<file path="src/rtl/mac_seq_ctrl.sv">
// Wishbone-programmable sequencer that streams up to 16 signed operand pairs
// into the external MAC and captures the accumulator into a RESULT register.
module mac_seq_ctrl #(
    parameter logic [31:0] BASE_ADR = 32'h3000_0000,
    parameter int unsigned MAC_LAT  = 2
) (
    input  logic        wb_clk_i,
    input  logic        wb_rst_i,
    input  logic        wbs_cyc_i,
    input  logic        wbs_stb_i,
    input  logic        wbs_we_i,
    input  logic [3:0]  wbs_sel_i,
    input  logic [31:0] wbs_adr_i,
    input  logic [31:0] wbs_dat_i,
    output logic        wbs_ack_o,
    output logic [31:0] wbs_dat_o,
    output logic        mac_clr,
    output logic        mac_en,
    output logic [7:0]  mac_a,
    output logic [7:0]  mac_b,
    input  logic [31:0] mac_acc_i,
    output logic        irq
);

    typedef enum logic [1:0] {
        IDLE,
        CLEAR,
        FEED,
        DRAIN
    } state_t;

    localparam logic [2:0] LAST_CNT = 3'(MAC_LAT - 1);

    state_t      state_q, state_d;
    logic [3:0]  idx_q, idx_d;
    logic [2:0]  cnt_q, cnt_d;
    logic [4:0]  len_q;
    logic [31:0] result_q;
    logic        done_q, err_q, ie_q;
    logic        ack_q;
    logic [31:0] dat_q, dat_d;
    logic [7:0]  bufA_q [16];
    logic [7:0]  bufB_q [16];

    logic        hit, accept, wrAcc, rdAcc;
    logic        isCtrl, isLen, isResult, isBuf;
    logic [3:0]  bufIdx;
    logic [3:0]  lastIdx;
    logic        busy, lenOk;
    logic        startReq, startGo, startBad, clrReq;
    logic        capture;
    logic        unusedInputs;

    // Byte selects and the upper write-data half carry no information here.
    assign unusedInputs = ^{wbs_sel_i, wbs_dat_i[31:16]};

    assign hit      = (wbs_adr_i[31:8] == BASE_ADR[31:8]);
    assign accept   = wbs_cyc_i & wbs_stb_i & ~ack_q & hit;
    assign wrAcc    = accept & wbs_we_i;
    assign rdAcc    = accept & ~wbs_we_i;

    assign isCtrl   = (wbs_adr_i[7:0] == 8'h00);
    assign isLen    = (wbs_adr_i[7:0] == 8'h04);
    assign isResult = (wbs_adr_i[7:0] == 8'h08);
    assign isBuf    = (wbs_adr_i[7:6] == 2'b01) && (wbs_adr_i[1:0] == 2'b00);
    assign bufIdx   = wbs_adr_i[5:2];

    assign busy     = (state_q != IDLE);
    assign lenOk    = (len_q != 5'd0) && (len_q <= 5'd16);
    assign lastIdx  = len_q[3:0] - 4'd1;

    // START wins over CLR_DONE when both bits arrive in the same write.
    assign startReq = wrAcc & isCtrl & wbs_dat_i[0];
    assign startGo  = startReq & ~busy & lenOk;
    assign startBad = startReq & ~busy & ~lenOk;
    assign clrReq   = wrAcc & isCtrl & wbs_dat_i[1] & ~wbs_dat_i[0];

    always_comb begin
        dat_d = '0;
        if (rdAcc) begin
            if (isCtrl) begin
                dat_d = {28'd0, ie_q, err_q, done_q, busy};
            end else if (isLen) begin
                dat_d = {27'd0, len_q};
            end else if (isResult) begin
                dat_d = result_q;
            end else if (isBuf) begin
                dat_d = {16'd0, bufB_q[bufIdx], bufA_q[bufIdx]};
            end
        end
    end

    always_ff @(posedge wb_clk_i or posedge wb_rst_i) begin
        if (wb_rst_i) begin
            ack_q <= 1'b0;
            dat_q <= '0;
        end else begin
            ack_q <= accept;
            dat_q <= dat_d;
        end
    end

    assign wbs_ack_o = ack_q;
    assign wbs_dat_o = dat_q;

    always_ff @(posedge wb_clk_i or posedge wb_rst_i) begin
        if (wb_rst_i) begin
            len_q <= '0;
            for (int i = 0; i < 16; i++) begin
                bufA_q[i] <= '0;
                bufB_q[i] <= '0;
            end
        end else if (wrAcc && !busy) begin
            if (isLen) begin
                len_q <= wbs_dat_i[4:0];
            end
            if (isBuf) begin
                bufA_q[bufIdx] <= wbs_dat_i[7:0];
                bufB_q[bufIdx] <= wbs_dat_i[15:8];
            end
        end
    end

    // A capture that coincides with a CLR_DONE write leaves done set.
    always_ff @(posedge wb_clk_i or posedge wb_rst_i) begin
        if (wb_rst_i) begin
            done_q   <= 1'b0;
            err_q    <= 1'b0;
            ie_q     <= 1'b0;
            result_q <= '0;
        end else begin
            if (wrAcc && isCtrl) begin
                ie_q <= wbs_dat_i[3];
            end
            if (startGo || clrReq) begin
                done_q <= 1'b0;
                err_q  <= 1'b0;
            end
            if (startBad) begin
                err_q <= 1'b1;
            end
            if (capture) begin
                result_q <= mac_acc_i;
                done_q   <= 1'b1;
            end
        end
    end

    assign irq = done_q & ie_q;

    always_ff @(posedge wb_clk_i or posedge wb_rst_i) begin
        if (wb_rst_i) begin
            state_q <= IDLE;
            idx_q   <= '0;
            cnt_q   <= '0;
        end else begin
            state_q <= state_d;
            idx_q   <= idx_d;
            cnt_q   <= cnt_d;
        end
    end

    always_comb begin
        state_d = state_q;
        idx_d   = idx_q;
        cnt_d   = cnt_q;
        mac_clr = 1'b0;
        mac_en  = 1'b0;
        mac_a   = '0;
        mac_b   = '0;
        capture = 1'b0;
        case (state_q)
            IDLE: begin
                if (startGo) begin
                    state_d = CLEAR;
                end
            end
            CLEAR: begin
                mac_clr = 1'b1;
                idx_d   = '0;
                state_d = FEED;
            end
            FEED: begin
                mac_en = 1'b1;
                mac_a  = bufA_q[idx_q];
                mac_b  = bufB_q[idx_q];
                if (idx_q == lastIdx) begin
                    cnt_d   = '0;
                    state_d = DRAIN;
                end else begin
                    idx_d = idx_q + 4'd1;
                end
            end
            DRAIN: begin
                if (cnt_q == LAST_CNT) begin
                    capture = 1'b1;
                    state_d = IDLE;
                end else begin
                    cnt_d = cnt_q + 3'd1;
                end
            end
            default: begin
                state_d = IDLE;
            end
        endcase
    end

endmodule

</file>
<file path="config.mk">
export PLATFORM = sky130hd
export DESIGN_NAME = mac_seq_ctrl
export DESIGN_NICKNAME = d
export VERILOG_FILES = /design/src/rtl/mac_seq_ctrl.sv
export SDC_FILE = /design/constraint.sdc
export NUM_CORES = 1
export LEC_CHECK = 0
export CAP_MARGIN = 15
export CORE_MARGIN = 2
export CORE_UTILIZATION = 50
export CTS_CLUSTER_DIAMETER = 50
export DETAILED_ROUTE_END_ITERATION = 8
export GPL_TIMING_DRIVEN = 1
export PLACE_DENSITY = 0.74
export SKIP_LAST_GASP = 1
export SYNTH_ARGS = -nofsm -noshare
export SYNTH_HDL_FRONTEND = slang
export SYNTH_SLANG_ARGS = --single-unit
</file>
<file path="constraint.sdc">
create_clock -name wb_clk_i -period 10.6 [get_ports wb_clk_i]
set_input_delay 2.12 -clock wb_clk_i [delete_from_list [all_inputs] [get_ports wb_clk_i]]
set_output_delay 2.12 -clock wb_clk_i [all_outputs]
set_load 0.01 [all_outputs]
</file>
==> results.json <==
{
  "die_w_um": 191,
  "p_comb_share_pct": 4.3,
  "peakVddDrop_mv": 0.0970,
  "max_cap_viol_count": 0,
  "fillers": 2611,
  "synth_cell_types": 54,
  "critical-path-slowest-cell": "buf_4",
  "ant_nets": 0,
  "syn_inst": 1108,
  "port-buffer-count": 136,
  "clock-root-buffer": "clkbuf_16",
  "startpoint_type": "flip-flop",
  "cts-resized-gates": 0,
  "p_int_mw": 2.24,
  "core_area_mm2": 0.0345,
  "switchingPower_mw": 0.607,
  "synth_warnings": 0,
  "cts_sinks": 338,
  "viasPerCell": 6.18,
  "fmax_ghz": 0.164,
  "p_seq_share_pct": 45.7,
  "fin_crit_ns": 6.11,
  "dpl.hpwl_mm": 25.9,
  "cts_tree": "built",
  "cts_max_level": 2,
  "synth_seq_cells": 338,
  "syn-num-nets": 1221,
  "p_per_area_mw_per_mm2": 138,
  "post-route-period-util_pct": 57.7,
  "finalSetupViolCount": 0,
  "rsz0062_at_grt": "no",
  "worstHoldPathType": "flip-flop to flip-flop",
  "grt_overflow": 0,
  "dp.cells": 1635,
  "ctsHoldBuffers": 0,
  "pre_cts_ws_ns": 4.77,
  "grt_pass1_vias": 11200,
  "r2r_end": "bufB_q[39]",
  "start_util_pct": 50.7,
  "post-synth-top-area-fraction_pct": 48.3,
  "track_usage_pct": 24.1,
  "slowest_delay_ns": 0.83,
  "synth.cell_area_mm2": 0.0175,
  "tns_ns": 0,
  "synth_area_leader_cell": "dfrtp_1",
  "timing.rr.start": "wbs_ack_o",
  "num_vias": 10500,
  "avgSynthCellArea_um2": 15.8,
  "hold_violations": 0,
  "gp_congestion": 0.804,
  "r2r_slack_ns": 7.17,
  "synth_edf_count": 0,
  "rows": 68,
  "synth.area.top_cells": "dfrtp_1 48%, mux4_2 20%, mux2_2 19%",
  "crit_fanout": 45,
  "dieArea_mm2": 0.0366,
  "grt_antenna_before_repair": 0,
  "routedWlPerCell_um": 25.0,
  "crit_required_ns": 8.48,
  "timing.critical_path.from": "idx_q[0]",
  "switching_share_pct": 21.3,
  "ios": 157,
  "layout-drive-gt1-share_pct": 45.4,
  "reg2reg_depth": 6,
  "grt_max_degree": 146,
  "path_cells": "buf_4 -> mux4_2 -> mux4_2 -> and2_1 -> clkdlybuf4s50_1",
  "crit_type": "flip-flop to output port",
  "p_leak_nw": 9.12,
  "drc_errors": 0,
  "cp-end-kind": "output port",
  "clkLatencyLatePin_ns": 0.53,
  "numCtsBuffers": 38,
  "synth_flop_cell": "dfrtp_1",
  "fin_skew_ns": 0.0264,
  "drtIter0Drc": 965,
  "firstDrtPassIters": 5,
  "cp_common_cell": "mux4_2",
  "ys_seq_area_share_pct": 48.3,
  "area_delta_synth_final_pct": 17.4,
  "clockBufferDepth": 3,
  "maxSlewViolCount": 0,
  "diodes": 0,
  "grt_pass1_wl_mm": 66.4,
  "cp.arrival_ns": 3.99,
  "routed_wirelength_mm": 42.6,
  "status": "finished clean",
  "cp-endpoint": "mac_b[4]",
  "clk_pin_slew_worst_paths_ns": 0.06,
  "clkPwrFrac_pct": 50.0,
  "synthArstFlopShare_pct": 100,
  "die_h_um": 191,
  "tightest_slew_ns": 1.10,
  "final_cells": 1703,
  "worst_slack_ns": 4.49,
  "finish.net_count": 1333,
  "relSlewSlack_pct": 26.4,
  "cts_setup_buffers": 0
}
-- metrics by stage --
step	utilization (%)	cell area, um^2	hold slack, ns	power [mW]
after floorplan	-	17500	0.447	1.39
after global placement	55.6	19200	0.452	1.45
after detailed placement	55.6	19200	0.460	1.45
after CTS	59.5	20600	0.460	2.87
after global routing	59.5	20600	0.482	2.93
final	59.5	20600	0.468	2.84
-- synthesized netlist by cell type, types with 4 or more instances --
| cell | n |
|---|---|
| o2bb2ai_1 | 11 |
| buf_6 | 12 |
| a21oi_1 | 8 |
| buf_2 | 17 |
| a2111oi_0 | 5 |
| mux2_2 | 291 |
| o21ai_0 | 7 |
| xnor2_1 | 4 |
| nor3_1 | 5 |
| buf_1 | 8 |
| mux4_2 | 155 |
| buf_4 | 7 |
| inv_1 | 28 |
| dfrtp_1 | 338 |
| a22oi_1 | 6 |
| mux2i_1 | 13 |
| and2_1 | 35 |
| nand3_1 | 5 |
| nor2_1 | 9 |
| or3_1 | 5 |
| nor4_4 | 12 |
| clkbuf_1 | 48 |
| nor2b_1 | 7 |
| nand2_1 | 13 |
| ha_1 | 8 |
-- cells by family (layout without fill, tap and decap cells) --
kind of cell,Yosys count,after routing,share of synthesized area (%)
compound gates,55,55,2.32
fa+ha+maj,8,8,0.571
simple gates,116,116,5.34
xor+xnor,8,8,0.486
buf+inv,122,262,3.50
flops,338,338,48.3
mux,461,461,39.5
-- per-layer routing --
layer / GRT usage [%] / up-vias / part of all wire (%)
met4: 7.90 / 0 / 3.0
met1: 33.1 / 5597 / 42
met5: 0 / - / 0
li1: - / 4479 / -
met3: 4.48 / 90 / 6.7
met2: 39.0 / 354 / 48
-- sequential cells by signal (all words and copies together), names as in the netlist --
register,cells
bufA_q,128
bufB_q,128
result_q,32
wbs_dat_o,32
len_q,5
idx_q,4
cnt_q,3
state_q,2
done_q,1
err_q,1
ie_q,1
wbs_ack_o,1
-- power by group through the flow --
| stage | Sequential, mW | Combinational (mW) | Clock (mW) |
|---|---|---|---|
| 2_1_floorplan | 1.32 | 0.0677 | 0 |
| 3_3_place_gp | 1.32 | 0.125 | 0 |
| 6_report | 1.30 | 0.124 | 1.42 |
| 3_5_place_dp | 1.32 | 0.125 | 0 |
| 5_1_grt | 1.30 | 0.136 | 1.49 |
| 4_1_cts | 1.30 | 0.126 | 1.44 |
-- cell type report --
class,instances,area [um^2],share of cell area (%)
timing repair buffer,166,1590,7.75
tap,455,569,2.77
multi-input combinational,648,8460,41.1
inverter,28,109,0.529
clock inverter,15,244,1.19
clock buffer,53,1130,5.49
sequential,338,8460,41.1
-- placed cells by master (no fill, tap or decap), drive strengths merged, types with 11 or more instances in the layout --
| master | n |
|---|---|
| and2 | 35 |
| buf | 32 |
| clkbuf | 53 |
| clkdlybuf4s50 | 134 |
| dfrtp | 338 |
| inv | 29 |
| mux2 | 293 |
| mux2i | 13 |
| mux4 | 155 |
| nand2 | 13 |
| nor4 | 15 |
| o2bb2ai | 11 |
-- worst min-delay path by stage --
stage | startpoint | end | slack (ns) | cells after the start
finish | result_q[7] | wbs_dat_o[7] | 0.47 | 1
detailed placement | result_q[26] | wbs_dat_o[26] | 0.46 | 1
global placement | result_q[22] | wbs_dat_o[22] | 0.45 | 1
CTS | result_q[7] | wbs_dat_o[7] | 0.46 | 1
floorplan | result_q[16] | wbs_dat_o[16] | 0.45 | 1
global route | result_q[7] | wbs_dat_o[7] | 0.48 | 1
-- critical path, delay by kind of cell (launching register included) --
family	cells	cell delay, ns
flops	1	0.76
mux	2	1.13
simple gates	1	0.23
buf+inv	2	1.33
Note: power is estimated with default switching activity, not from simulation.
